### src/rtl/clk_div_prog_if.sv
// ============================================================================
// Module   : clk_div_prog_if
// Purpose  : Control/status bundle for clk_div_prog (run, divisor load, outputs).
// Revision : 1.0
// ============================================================================
`default_nettype none

interface clk_div_prog_if #(
  parameter int WIDTH = 8
);
  logic             en;
  logic [WIDTH-1:0] div_val;
  logic             div_load;
  logic             div_busy;
  logic             div_err;
  logic             clk_out;
  logic             tick;

  modport master (
    output en, div_val, div_load,
    input  div_busy, div_err, clk_out, tick
  );

  modport slave (
    input  en, div_val, div_load,
    output div_busy, div_err, clk_out, tick
  );
endinterface

`default_nettype wire

### src/rtl/clk_div_prog.sv
// ============================================================================
// Module   : clk_div_prog
// Purpose  : Runtime-programmable clock divider; divisor reloads apply only at
//            period boundaries. Optional macro CLK_DIV_ODD_50_EN adds a negedge
//            flop for an exact 50% duty cycle on odd divisors.
// Revision : 1.0
// ============================================================================
`default_nettype none

module clk_div_prog #(
  parameter int WIDTH       = 8,
  parameter int DEFAULT_DIV = 4
) (
  input  wire logic         clk,
  input  wire logic         reset,
  clk_div_prog_if.slave     bus
);

  localparam logic [WIDTH-1:0] c_DEFAULT_DIV = WIDTH'(DEFAULT_DIV);
  localparam logic [WIDTH-1:0] c_ONE         = WIDTH'(1);
  localparam logic [WIDTH-1:0] c_TWO         = WIDTH'(2);

  generate
    if ((DEFAULT_DIV < 2) ||
        (longint'(DEFAULT_DIV) > ((longint'(1) << WIDTH) - 1))) begin : g_bad_default_div
      $error("clk_div_prog: DEFAULT_DIV must be in 2 .. 2^WIDTH-1");
    end
  endgenerate

  logic [WIDTH-1:0] r_cnt;
  logic [WIDTH-1:0] r_div_act;
  logic [WIDTH-1:0] r_pend;
  logic             r_busy;
  logic             r_err;
  logic             r_out;
  logic             r_tick;

  logic [WIDTH-1:0] w_low;
  logic             w_wrap;
  logic [WIDTH-1:0] w_cnt_nxt;
  logic             w_load_ok;
  logic             w_load_bad;
  logic             w_apply;

  // Low phase gets the extra cycle on odd divisors: L = D - floor(D/2).
  assign w_low      = r_div_act - (r_div_act >> 1);
  assign w_wrap     = (r_cnt == (r_div_act - c_ONE));
  assign w_cnt_nxt  = w_wrap ? '0 : (r_cnt + c_ONE);
  assign w_load_ok  = bus.div_load && (bus.div_val >= c_TWO);
  assign w_load_bad = bus.div_load && (bus.div_val <  c_TWO);
  // Idle behaves like a period boundary for the pending divisor.
  assign w_apply    = !bus.en || w_wrap;

  always_ff @(posedge clk or negedge reset) begin
    if (!reset) begin
      r_cnt     <= '0;
      r_div_act <= c_DEFAULT_DIV;
      r_pend    <= '0;
      r_busy    <= 1'b0;
      r_err     <= 1'b0;
      r_out     <= 1'b0;
      r_tick    <= 1'b0;
    end else begin
      r_err <= w_load_bad;

      if (w_apply && r_busy) begin
        r_div_act <= r_pend;
      end

      // A load coinciding with an apply point becomes the next pending value.
      if (w_load_ok) begin
        r_pend <= bus.div_val;
        r_busy <= 1'b1;
      end else if (w_apply) begin
        r_busy <= 1'b0;
      end

      if (bus.en) begin
        r_cnt  <= w_cnt_nxt;
        r_out  <= (w_cnt_nxt >= w_low);
        r_tick <= w_wrap;
      end else begin
        r_cnt  <= '0;
        r_out  <= 1'b0;
        r_tick <= 1'b0;
      end
    end
  end

`ifdef CLK_DIV_ODD_50_EN
  logic r_odd;
  logic r_neg;

  // Parity of the divisor that produced the current r_out value.
  always_ff @(posedge clk or negedge reset) begin
    if (!reset) begin
      r_odd <= 1'b0;
    end else if (bus.en) begin
      r_odd <= r_div_act[0];
    end else begin
      r_odd <= 1'b0;
    end
  end

  always_ff @(negedge clk or negedge reset) begin
    if (!reset) begin
      r_neg <= 1'b0;
    end else if (!bus.en) begin
      r_neg <= 1'b0;
    end else begin
      r_neg <= r_out;
    end
  end

  assign bus.clk_out = r_out | (r_neg & r_odd);
`else
  assign bus.clk_out = r_out;
`endif

  assign bus.tick     = r_tick;
  assign bus.div_busy = r_busy;
  assign bus.div_err  = r_err;

endmodule

`default_nettype wire

### src/flat_wrapper.sv
// flat-port wrapper written by rule: the top's interface ports become plain ports
module clk_div_prog_flat 
#(
  parameter int WIDTH       = 8,
  parameter int DEFAULT_DIV = 4
)
  (clk, reset, bus_en, bus_div_val, bus_div_load, bus_div_busy, bus_div_err, bus_clk_out, bus_tick);
  clk_div_prog_if #(.WIDTH(WIDTH)) bus_i ();
  input  wire logic clk;
  input  wire logic reset;
  input wire logic [$bits(bus_i.en)-1:0] bus_en;
  input wire logic [$bits(bus_i.div_val)-1:0] bus_div_val;
  input wire logic [$bits(bus_i.div_load)-1:0] bus_div_load;
  output wire logic [$bits(bus_i.div_busy)-1:0] bus_div_busy;
  output wire logic [$bits(bus_i.div_err)-1:0] bus_div_err;
  output wire logic [$bits(bus_i.clk_out)-1:0] bus_clk_out;
  output wire logic [$bits(bus_i.tick)-1:0] bus_tick;
  assign bus_i.en = bus_en;
  assign bus_i.div_val = bus_div_val;
  assign bus_i.div_load = bus_div_load;
  assign bus_div_busy = bus_i.div_busy;
  assign bus_div_err = bus_i.div_err;
  assign bus_clk_out = bus_i.clk_out;
  assign bus_tick = bus_i.tick;
  clk_div_prog #(.WIDTH(WIDTH), .DEFAULT_DIV(DEFAULT_DIV)) u_core (.clk(clk), .reset(reset), .bus(bus_i));
endmodule
### config.mk
export PLATFORM = sky130hd
export DESIGN_NAME = clk_div_prog_flat
export DESIGN_NICKNAME = d
export VERILOG_FILES = /design/src/rtl/clk_div_prog_if.sv /design/src/rtl/clk_div_prog.sv /design/src/flat_wrapper.sv
export SDC_FILE = /design/constraint.sdc
export NUM_CORES = 1
export LEC_CHECK = 0
export ABC_AREA = 1
export CORE_MARGIN = 3
export CORE_UTILIZATION = 47
export CTS_CLUSTER_SIZE = 28
export DETAILED_ROUTE_END_ITERATION = 7
export PLACE_DENSITY = 0.67
export SLEW_MARGIN = 20
export SYNTH_ARGS = -nofsm -noshare
export SYNTH_HDL_FRONTEND = slang
export SYNTH_SLANG_ARGS = --single-unit
### constraint.sdc
create_clock -name clk -period 6.7 [get_ports clk]
set_input_delay 1.34 -clock clk [delete_from_list [all_inputs] [get_ports clk]]
set_output_delay 1.34 -clock clk [all_outputs]
set_load 0.01 [all_outputs]
==> impl_metrics.yaml, run 1 <==
run_status:
  status: "finished, final reports clean"
timing:
  finalSetupViolCount: 0
  skew_ns: 0.00581
  setup_tns_ns: 0
  max_freq_mhz: 345
  slew_headroom_pct: 70.4
  rsz0062_at_grt: "no"
  final-hold-violation-count: 0
  fin_crit_sh_pct: 43.2
  whs_ns: 0.476
  post-route-min-period_ns: 2.90
  tightest_slew_ns: 0.442
  fin_ws_ns: 3.80
  slew_violations: 0
synth:
  synthMuxAreaShare_pct: 0
  postSynth.asyncResetShare_pct: 100
  synthesis.area_sq_um: 2020
  yosysUniqueCellTypes: 24
  synthFlopType: "dfrtp_1"
  synth_fa_ha_area_share_pct: 15.9
  synth_top_family_by_area: "simple AND/OR/NAND/NOR gates"
  avgSynthCellArea_sq_um: 7.27
  synth_compound_area_share_pct: 5.51
  synth-seq-area-share_pct: 34.7
  yosysTopAreaCellShare_pct: 33.4
  synthCells: 278
  syn_nets: 315
  synth.area.top_cells: "dfrtp_1, nand2_1, ha_1"
  synth_common_cells: "nand2_1, inv_1, dfrtp_1, nand3_1, ha_1"
  ys_seq_elements: 28
  synth_xor_area_share_pct: 4.33
  synth_edf_count: 0
  yosysWarningCount: 0
  synth_area_leader_cell: "dfrtp_1"
  post-synth-top-count-cell: "nand2_1"
  yosys.area_share.simple_pct: 29.3
drt:
  remaining_drc_errors: 0
  vias: 1691
  avgViaCountPerCell: 4.92
  ant_nets: 0
  routed_wl_microns: 4140
  first_iter_violations: 59
  drtPass1Iterations: 4
  wl_per_cell_microns: 12.0
place:
  dp.cells: 340
  globalplace.congestion: 0.801
  dp_hpwl_microns: 3380
  portBuffers: 15
  dp_slack_ns: 3.64
worst_setup_path:
  crit_top_cell: "nand2_1"
  critPathCaptureType: "register"
  critPathLaunchType: "register"
  slowest_delay_ns: 0.59
  crit_chain: "inv_1 > ha_1 > nand3_1 > nand2_1 > nand2_1 > nand2_1 > nand2_1 > nand3_1 > nand3_1 > inv_1 > ha_1 > nand2_1 > nor2_1 > nand4_1 > o2111ai_1 > nand2_1 > inv_1"
  cp_slowest_cell: "dfstp_2"
  worstPathMaxFanout: 11
  cp.arrival_ns: 3.12
  required_ns: 6.92
  worstSetupPathType: "reg2reg"
power_and_ir_drop:
  power_mw: 0.542
  ir_drop_mv: 0.163
  power.density_nw_per_um2: 239
  p_leak_nw: 1.28
die:
  core-area_sq_um: 4090
  die_h_microns: 71.6
  io_pins: 16
  start_util_pct: 49.4
  rows: 23
  die_w_microns: 71.6
  dieArea_sq_um: 5120
clock_tree:
  cts-resized-gates: 0
  clock_latency_ns: 0.27
  clkSlewWorstSetupHoldPaths_ns: 0.10
  cts_inserted_buffers: 3
  htree_num_levels: 1
  root_buffer: "clkbuf_8"
  cts_setup_buffers: 0
  cts.sinks: 28
  holdBufCountCts: 0
  cts.path.max_buffers: 2
  cts_tree: "built"
min_path:
  hold_class: "reg2reg"
global_route:
  grt_pass1_wl_microns: 7360
  grt_pass1_vias: 1648
  overflow: 0
  antenna_found_initial: 0
  grt_usage_pct: 18.1
  grt_max_degree: 29
layout:
  insertedDiodeCount: 0
  fin_nets: 332
  area_growth_pct: 12.1
  stdcell_count: 344
  drive_gt1_share_pct: 4.08
flow_run:
  cap_violations: 0
final timing paths:
check / startpoint / to / slack, ns / depth (start not counted)
setup / recovery: u_core.r_div_act[2] / u_core.bus.clk_out / 3.80 / 17
hold / removal: u_core.r_pend[5] / u_core.r_pend[5] / 0.48 / 2
setup reg to reg: u_core.r_div_act[2] / u_core.bus.clk_out / 3.80 / 17
hold reg to reg: u_core.r_pend[5] / u_core.r_pend[5] / 0.48 / 2
max in group asynchronous: reset / u_core.r_div_act[2] / 4.97 / 2
min in group asynchronous: reset / u_core.r_pend[1] / 1.43 / 2
cell usage in the layout, fill, tap and decap left out, types with 8 or more instances in the layout:
cell type,Yosys,routed
nand2_1,87,87
o21ai_0,8,8
inv_1,43,43
nand3_1,27,27
nor2_1,20,20
dfrtp_1,27,27
a21oi_1,11,11
clkdlybuf4s50_1,0,15
ha_1,24,24
xor2_1,8,8
where the power goes:
group | internal, mW | switching [mW]
registers | 0.185 | 0.0188
logic | 0.0930 | 0.140
clock network | 0.0526 | 0.0524
logic make-up (layout without fill, tap and decap cells):
family | after synthesis | count (layout)
buffers and inverters | 51 | 67
DFF | 28 | 28
xor gates and xnor gates | 10 | 10
AOI/OAI and AO/OA | 21 | 21
adders and majority gates | 25 | 25
and+or+nand+nor | 143 | 143
through the flow:
step | utilization (%) | instance area, sq um
2_1_floorplan | - | 2020
3_3_place_gp | 54.1 | 2210
3_5_place_dp | 54.1 | 2210
4_1_cts | 55.4 | 2260
5_1_grt | 55.4 | 2260
6_report | 55.4 | 2260
critical path: cells and delay by family (launching register included):
| kind | cells | cell delay, ns |
|---|---|---|
| AOI/OAI and AO/OA | 1 | 0.10 |
| adders and majority gates | 2 | 0.53 |
| buffers and inverters | 3 | 0.23 |
| DFF | 1 | 0.59 |
| and+or+nand+nor | 11 | 1.37 |
routing by layer:
layer  up-vias  track usage [%]  wire, microns
met3         4             1.96            103
met1       767             23.8           2010
met2        19             31.9           2010
li1        901                -              -
met4         0             3.97             25
met5         -                0              0
layout make-up:
type	instances	area, sq um
fillers	429	1820
multi-input cells	199	1110
flip-flops and latches	28	702
inverters	47	176
repair buffers	16	158
well taps	50	62.6
clock buffers	4	55.1
sequential cells by signal, summed over array words and instances, names as in the netlist:
register / count
u_core.r_cnt: 8
u_core.r_div_act: 8
u_core.r_pend: 8
u_core.bus.clk_out: 1
u_core.bus.div_busy: 1
u_core.bus.div_err: 1
u_core.bus.tick: 1
Power figures use the tool's default switching activity.
==> run 2, diff against run 1 <==
--- a/config.mk
+++ b/config.mk
@@ -10,7 +10,7 @@
 export CORE_UTILIZATION = 47
 export CTS_CLUSTER_SIZE = 28
 export DETAILED_ROUTE_END_ITERATION = 7
-export PLACE_DENSITY = 0.67
+export PLACE_DENSITY = 0.69
 export SLEW_MARGIN = 20
 export SYNTH_ARGS = -nofsm -noshare
 export SYNTH_HDL_FRONTEND = slang
==> constraint.sdc (replaced) <==
create_clock -name clk -period 2.5 [get_ports clk]
set_input_delay 0.5 -clock clk [delete_from_list [all_inputs] [get_ports clk]]
set_output_delay 0.5 -clock clk [all_outputs]
set_load 0.01 [all_outputs]
==> run 2 against run 1 <==
Effect of this change: the flow now finishes with violations (setup timing); power increased to 3.1 times the previous value; clock power grew to 2.7 times the previous value; maximum frequency is 14% higher; largest power group unchanged.
==> impl_metrics.yaml, run 2 (synthesized netlist as in run 1, its figures left out) <==
place:
  dp_hpwl_microns: 3380
  place_area_sq_um: 2280
  globalplace.congestion: 0.881
  portBuffers: 15
  dp.cells: 350
  dp_slack_ns: -0.0891
power_and_ir_drop:
  p_leak_nw: 1.37
  power_mw: 1.67
  ir_drop_mv: 0.345
  power.density_nw_per_um2: 659
global_route:
  grt_pass1_wl_microns: 7380
  overflow: 0
  grt_pass1_vias: 1742
  grt_max_degree: 29
  grt_usage_pct: 18.1
  antenna_found_initial: 0
die:
  rows: 23
  die_h_microns: 71.6
  io_pins: 16
  die_w_microns: 71.6
  start_util_pct: 49.4
  core-area_sq_um: 4090
  dieArea_sq_um: 5120
min_path:
  hold_class: "reg2reg"
  whs_path_depth: 2
  hold_start: "u_core.r_pend[6]"
  worstHoldEndpoint: "u_core.r_pend[6]"
worst_setup_path:
  cp.arrival_ns: 2.71
  crit_buf_inv: 3
  critPathCaptureType: "register"
  r2r_slack_ns: -0.03
  worstPathMaxFanout: 4
  reg2reg_from: "u_core.r_div_act[0]"
  cp_slowest_cell: "dfrtp_1"
  ff2ff_path_depth: 17
  worst-path-stages: 17
  crit_chain: "inv_2 > ha_4 > inv_2 > fa_2 > nand2_2 > nand2_1 > nand2_2 > nand2_1 > a21oi_2 > xor2_1 > ha_1 > nand2_2 > nor2_2 > nand4_1 > o2111ai_1 > nand2_1 > inv_1"
  required_ns: 2.68
  crit_family: "adder cells"
  r2r-end: "u_core.bus.clk_out"
  worstSetupPathType: "reg2reg"
  critPathLaunchType: "register"
  slowest_delay_ns: 0.41
drt:
  ant_nets: 0
  wl_per_cell_microns: 12.2
  drtPass1Iterations: 4
  vias: 1779
  remaining_drc_errors: 0
  avgViaCountPerCell: 4.90
  routed_wl_microns: 4420
  first_iter_violations: 104
timing:
  max_freq_mhz: 395
  fin_crit_sh_pct: 101
  tightest_slew_ns: 0.348
  post-route-min-period_ns: 2.53
  slew_violations: 0
  slew_headroom_pct: 76.8
  finalSetupViolCount: 1
  skew_ns: 0.0111
  fin_ws_ns: -0.0295
  final-hold-violation-count: 0
  rsz0062_at_grt: "yes"
run_status:
  status: "finished with violations"
  violations: "setup timing"
clock_tree:
  clock_latency_ns: 0.28
  cts_tree: "built"
  clkSlewWorstSetupHoldPaths_ns: 0.10
  cts.sinks: 28
  htree_num_levels: 1
  holdBufCountCts: 0
  cts.path.max_buffers: 2
  cts_inserted_buffers: 3
  root_buffer: "clkbuf_8"
flow_run:
  cap_violations: 0
layout:
  multi_input_area_sq_um: 1220
  layout_common_cells: "nand2_1, inv_1, nand3_1"
  stdcell_count: 363
  final_area_sq_um: 2530
  drive_gt1_share_pct: 17.3
  final_util_pct: 61.9
  insertedDiodeCount: 0
  layout_commonest_cell: "nand2_1"
  fill_cells: 381
  area.sequential_sq_um: 703
  reg.largest.list: "u_core.r_cnt: 8 flops, u_core.r_div_act: 8 flops, u_core.r_pend: 8 flops"
  area_growth_pct: 25.1
  fin_nets: 351
==> run 2: layout make-up <==
| type | instances | area share [%] |
|---|---|---|
| clock buffers | 4 | 2.18 |
| inverters | 47 | 7.08 |
| multi-input cells | 199 | 48.3 |
| flip-flops and latches | 28 | 27.8 |
| well taps | 50 | 2.47 |
| repair buffers | 35 | 12.2 |
==> run 2: where the power goes <==
part | leakage, nW | internal [mW] | switching [mW] | total (mW)
Clock | 0.0288 | 0.141 | 0.139 | 0.280
Combinational | 0.989 | 0.385 | 0.463 | 0.849
Sequential | 0.357 | 0.497 | 0.0421 | 0.539
==> run 2: per-layer routing <==
layer  GRT usage (%)  vias up  wire, microns
met4            4.38        0             49
met2            31.7       30           2140
met5               0        -              0
li1                -      934              -
met3            1.96        6            160
met1            23.9      809           2070
==> run 2: worst register-to-register path, cell delays in order (launching register included) <==
cell and delay (ns):
dfrtp_1 0.41, inv_2 0.13, ha_4 0.15, inv_2 0.04
fa_2 0.35, nand2_2 0.08, nand2_1 0.07, nand2_2 0.08
nand2_1 0.06, a21oi_2 0.15, xor2_1 0.23, ha_1 0.29
nand2_2 0.09, nor2_2 0.05, nand4_1 0.06, o2111ai_1 0.09
nand2_1 0.07, inv_1 0.04
==> run 2: timing repair <==
action,in CTS,in global routing
buffers inserted,6,3
resized for setup,10,20
cloned,0,0
endpoints found under the setup margin,1,1
pin swaps,11,16
==> run 2: worst max path at each step <==
| stage | end | from | slack (ns) |
|---|---|---|---|
| 4_1_cts | u_core.bus.clk_out | u_core.r_div_act[0] | -0.03 |
| 5_1_grt | u_core.bus.clk_out | u_core.r_div_act[0] | -0.16 |
| 2_1_floorplan | u_core.bus.clk_out | u_core.r_div_act[2] | 0.10 |
| 3_3_place_gp | u_core.bus.clk_out | u_core.r_div_act[0] | -0.05 |
| 6_report | u_core.bus.clk_out | u_core.r_div_act[0] | -0.03 |
| 3_5_place_dp | u_core.bus.clk_out | u_core.r_div_act[0] | -0.09 |
==> run 2: per-stage QoR <==
stage	setup TNS, ns	hold slack, ns
5_1_grt	-0.165	0.505
2_1_floorplan	0	0.204
4_1_cts	-0.0301	0.485
3_3_place_gp	-0.0498	0.458
6_report	-0.0295	0.482
3_5_place_dp	-0.0891	0.460
==> run 3, diff against run 2 <==
--- a/config.mk
+++ b/config.mk
@@ -7,10 +7,10 @@
 export LEC_CHECK = 0
 export ABC_AREA = 1
 export CORE_MARGIN = 3
-export CORE_UTILIZATION = 47
+export CORE_UTILIZATION = 52
 export CTS_CLUSTER_SIZE = 28
 export DETAILED_ROUTE_END_ITERATION = 7
-export PLACE_DENSITY = 0.69
+export PLACE_DENSITY = 0.75
 export SLEW_MARGIN = 20
 export SYNTH_ARGS = -nofsm -noshare
 export SYNTH_HDL_FRONTEND = slang
==> run 3 against run 2 <==
Effect of this change: the run still ends with setup timing left; routed wire length up 12%; sequential share of layout area down 1.5 points; die area down 8.8%; power up 7.6%; combinational power up 19%; clock-buffer cell count unchanged; flip-flop and latch count unchanged; via count up 3.8%; critical path depth down 1; clock skew down 0.0061 ns; critical path type unchanged; highest routed layer unchanged.
==> impl_metrics.yaml, run 3 (synthesized netlist as in run 1, its figures left out) <==
power_and_ir_drop:
  ir_drop_mv: 0.488
  p_leak_nw: 1.40
  power.density_nw_per_um2: 673
place:
  dp.cells: 352
  portBuffers: 15
  dp_hpwl_microns: 3470
  globalplace.congestion: 0.941
die:
  start_util_pct: 54.4
  core-area_sq_um: 3720
  die_h_microns: 68.3
  io_pins: 16
  dieArea_sq_um: 4670
  die_w_microns: 68.3
  rows: 22
drt:
  wl_per_cell_microns: 13.5
  first_iter_violations: 94
  drtPass1Iterations: 4
  ant_nets: 0
  avgViaCountPerCell: 5.05
  remaining_drc_errors: 0
  vias: 1847
  routed_wl_microns: 4950
worst_setup_path:
  crit_chain: "inv_4 > buf_6 > fa_2 > nand2_2 > nand2_1 > nand2_2 > nand2_1 > a21oi_2 > xor2_1 > ha_1 > nand2_2 > nor2_4 > nand4_1 > o2111ai_2 > nand2_1 > inv_1"
  reg2reg_from: "u_core.r_div_act[2]"
  critPathLaunchType: "register"
  worst-path-stages: 16
  slowest_delay_ns: 0.56
  ff2ff_path_depth: 16
  cp.arrival_ns: 2.75
  crit_family: "adder cells"
  worstSetupPathType: "reg2reg"
  cp_slowest_cell: "dfstp_2"
  r2r_slack_ns: -0.07
  r2r-end: "u_core.bus.clk_out"
  required_ns: 2.68
  crit_buf_inv: 3
  worstPathMaxFanout: 3
  critPathCaptureType: "register"
clock_tree:
  holdBufCountCts: 0
  cts.sinks: 28
  clock_latency_ns: 0.28
  htree_num_levels: 1
  root_buffer: "clkbuf_8"
  cts_tree: "built"
  cts_inserted_buffers: 3
  clkSlewWorstSetupHoldPaths_ns: 0.09
  cts.path.max_buffers: 2
layout:
  drive_gt1_share_pct: 22.6
  area.sequential_sq_um: 702
  fill_cells: 308
  fin_nets: 356
  insertedDiodeCount: 0
  layout_commonest_cell: "nand2_1"
  layout_common_cells: "nand2_1, inv_1, dfrtp_1"
  stdcell_count: 366
  multi_input_area_sq_um: 1330
  area_growth_pct: 32.0
  reg.largest.list: "u_core.r_cnt: 8 flops, u_core.r_div_act: 8 flops, u_core.r_pend: 8 flops"
global_route:
  overflow: 0
  grt_max_degree: 29
  grt_pass1_wl_microns: 7650
  grt_pass1_vias: 1744
  grt_usage_pct: 22.1
  antenna_found_initial: 0
min_path:
  whs_path_depth: 2
  hold_start: "u_core.r_pend[6]"
  hold_class: "reg2reg"
  worstHoldEndpoint: "u_core.r_pend[6]"
timing:
  max_freq_mhz: 389
  slew_headroom_pct: 74.5
  rsz0062_at_grt: "yes"
  finalSetupViolCount: 1
  tightest_slew_ns: 0.378
  skew_ns: 0.00495
  final-hold-violation-count: 0
  whs_ns: 0.476
  fin_ws_ns: -0.0705
  slew_violations: 0
  post-route-min-period_ns: 2.57
  fin_crit_sh_pct: 103
run_status:
  violations: "setup timing"
  status: "finished with violations"
flow_run:
  cap_violations: 0
==> run 3: cell type report <==
class                      count  share of cell area (%)
tap                           48                    2.25
inverter                      47                    6.71
sequential                    28                    26.3
multi-input combinational    199                    49.8
timing repair buffer          40                    13.2
clock buffer                   4                    1.69
==> run 3: metal layers <==
layer  GRT usage, %  share of wire, %  vias to the layer above
met3           2.46               3.3                        7
met4           5.21               1.5                        0
met2           39.6                52                       37
li1               -                 -                      943
met5              0                 0                        -
met1           28.3                43                      860
==> run 3: tightest hold or removal path, delay by kind of cell (launching register included) <==
family / cells / cell delay, ns
and+or+nand+nor: 2 / 0.09
DFF: 1 / 0.35
==> run 3: through the flow <==
stage	instance area, sq um	util, %	setup WS (ns)	TNS, ns	total power, mW
after floorplan	2020	-	0.103	0	1.02
after global placement	2310	62.2	-0.100	-0.100	1.22
after detailed placement	2310	62.2	-0.135	-0.135	1.23
after CTS	2460	66.3	-0.00667	-0.00667	1.56
after global routing	2670	71.8	-0.247	-0.330	1.93
final	2670	71.8	-0.0705	-0.0705	1.79
==> run 3: worst max-delay path by stage <==
stage / slack (ns) / startpoint / to
after floorplan: 0.10 / u_core.r_div_act[2] / u_core.bus.clk_out
after global placement: -0.10 / u_core.r_div_act[2] / u_core.bus.clk_out
after detailed placement: -0.13 / u_core.r_div_act[2] / u_core.bus.clk_out
after CTS: -0.007 / u_core.r_div_act[2] / u_core.bus.clk_out
after global routing: -0.25 / u_core.r_div_act[0] / u_core.bus.clk_out
final: -0.07 / u_core.r_div_act[2] / u_core.bus.clk_out
==> run 3: timing repair <==
| action | CTS | global route |
|---|---|---|
| resized for setup | 15 | 35 |
| pin swaps | 16 | 28 |
| endpoints found under the setup margin | 1 | 1 |
| setup buffers | 6 | 4 |
==> run 3: power by group <==
part	switching (mW)	internal [mW]
registers	0.0385	0.496
clock network	0.137	0.114
logic	0.559	0.449
total	0.735	1.06
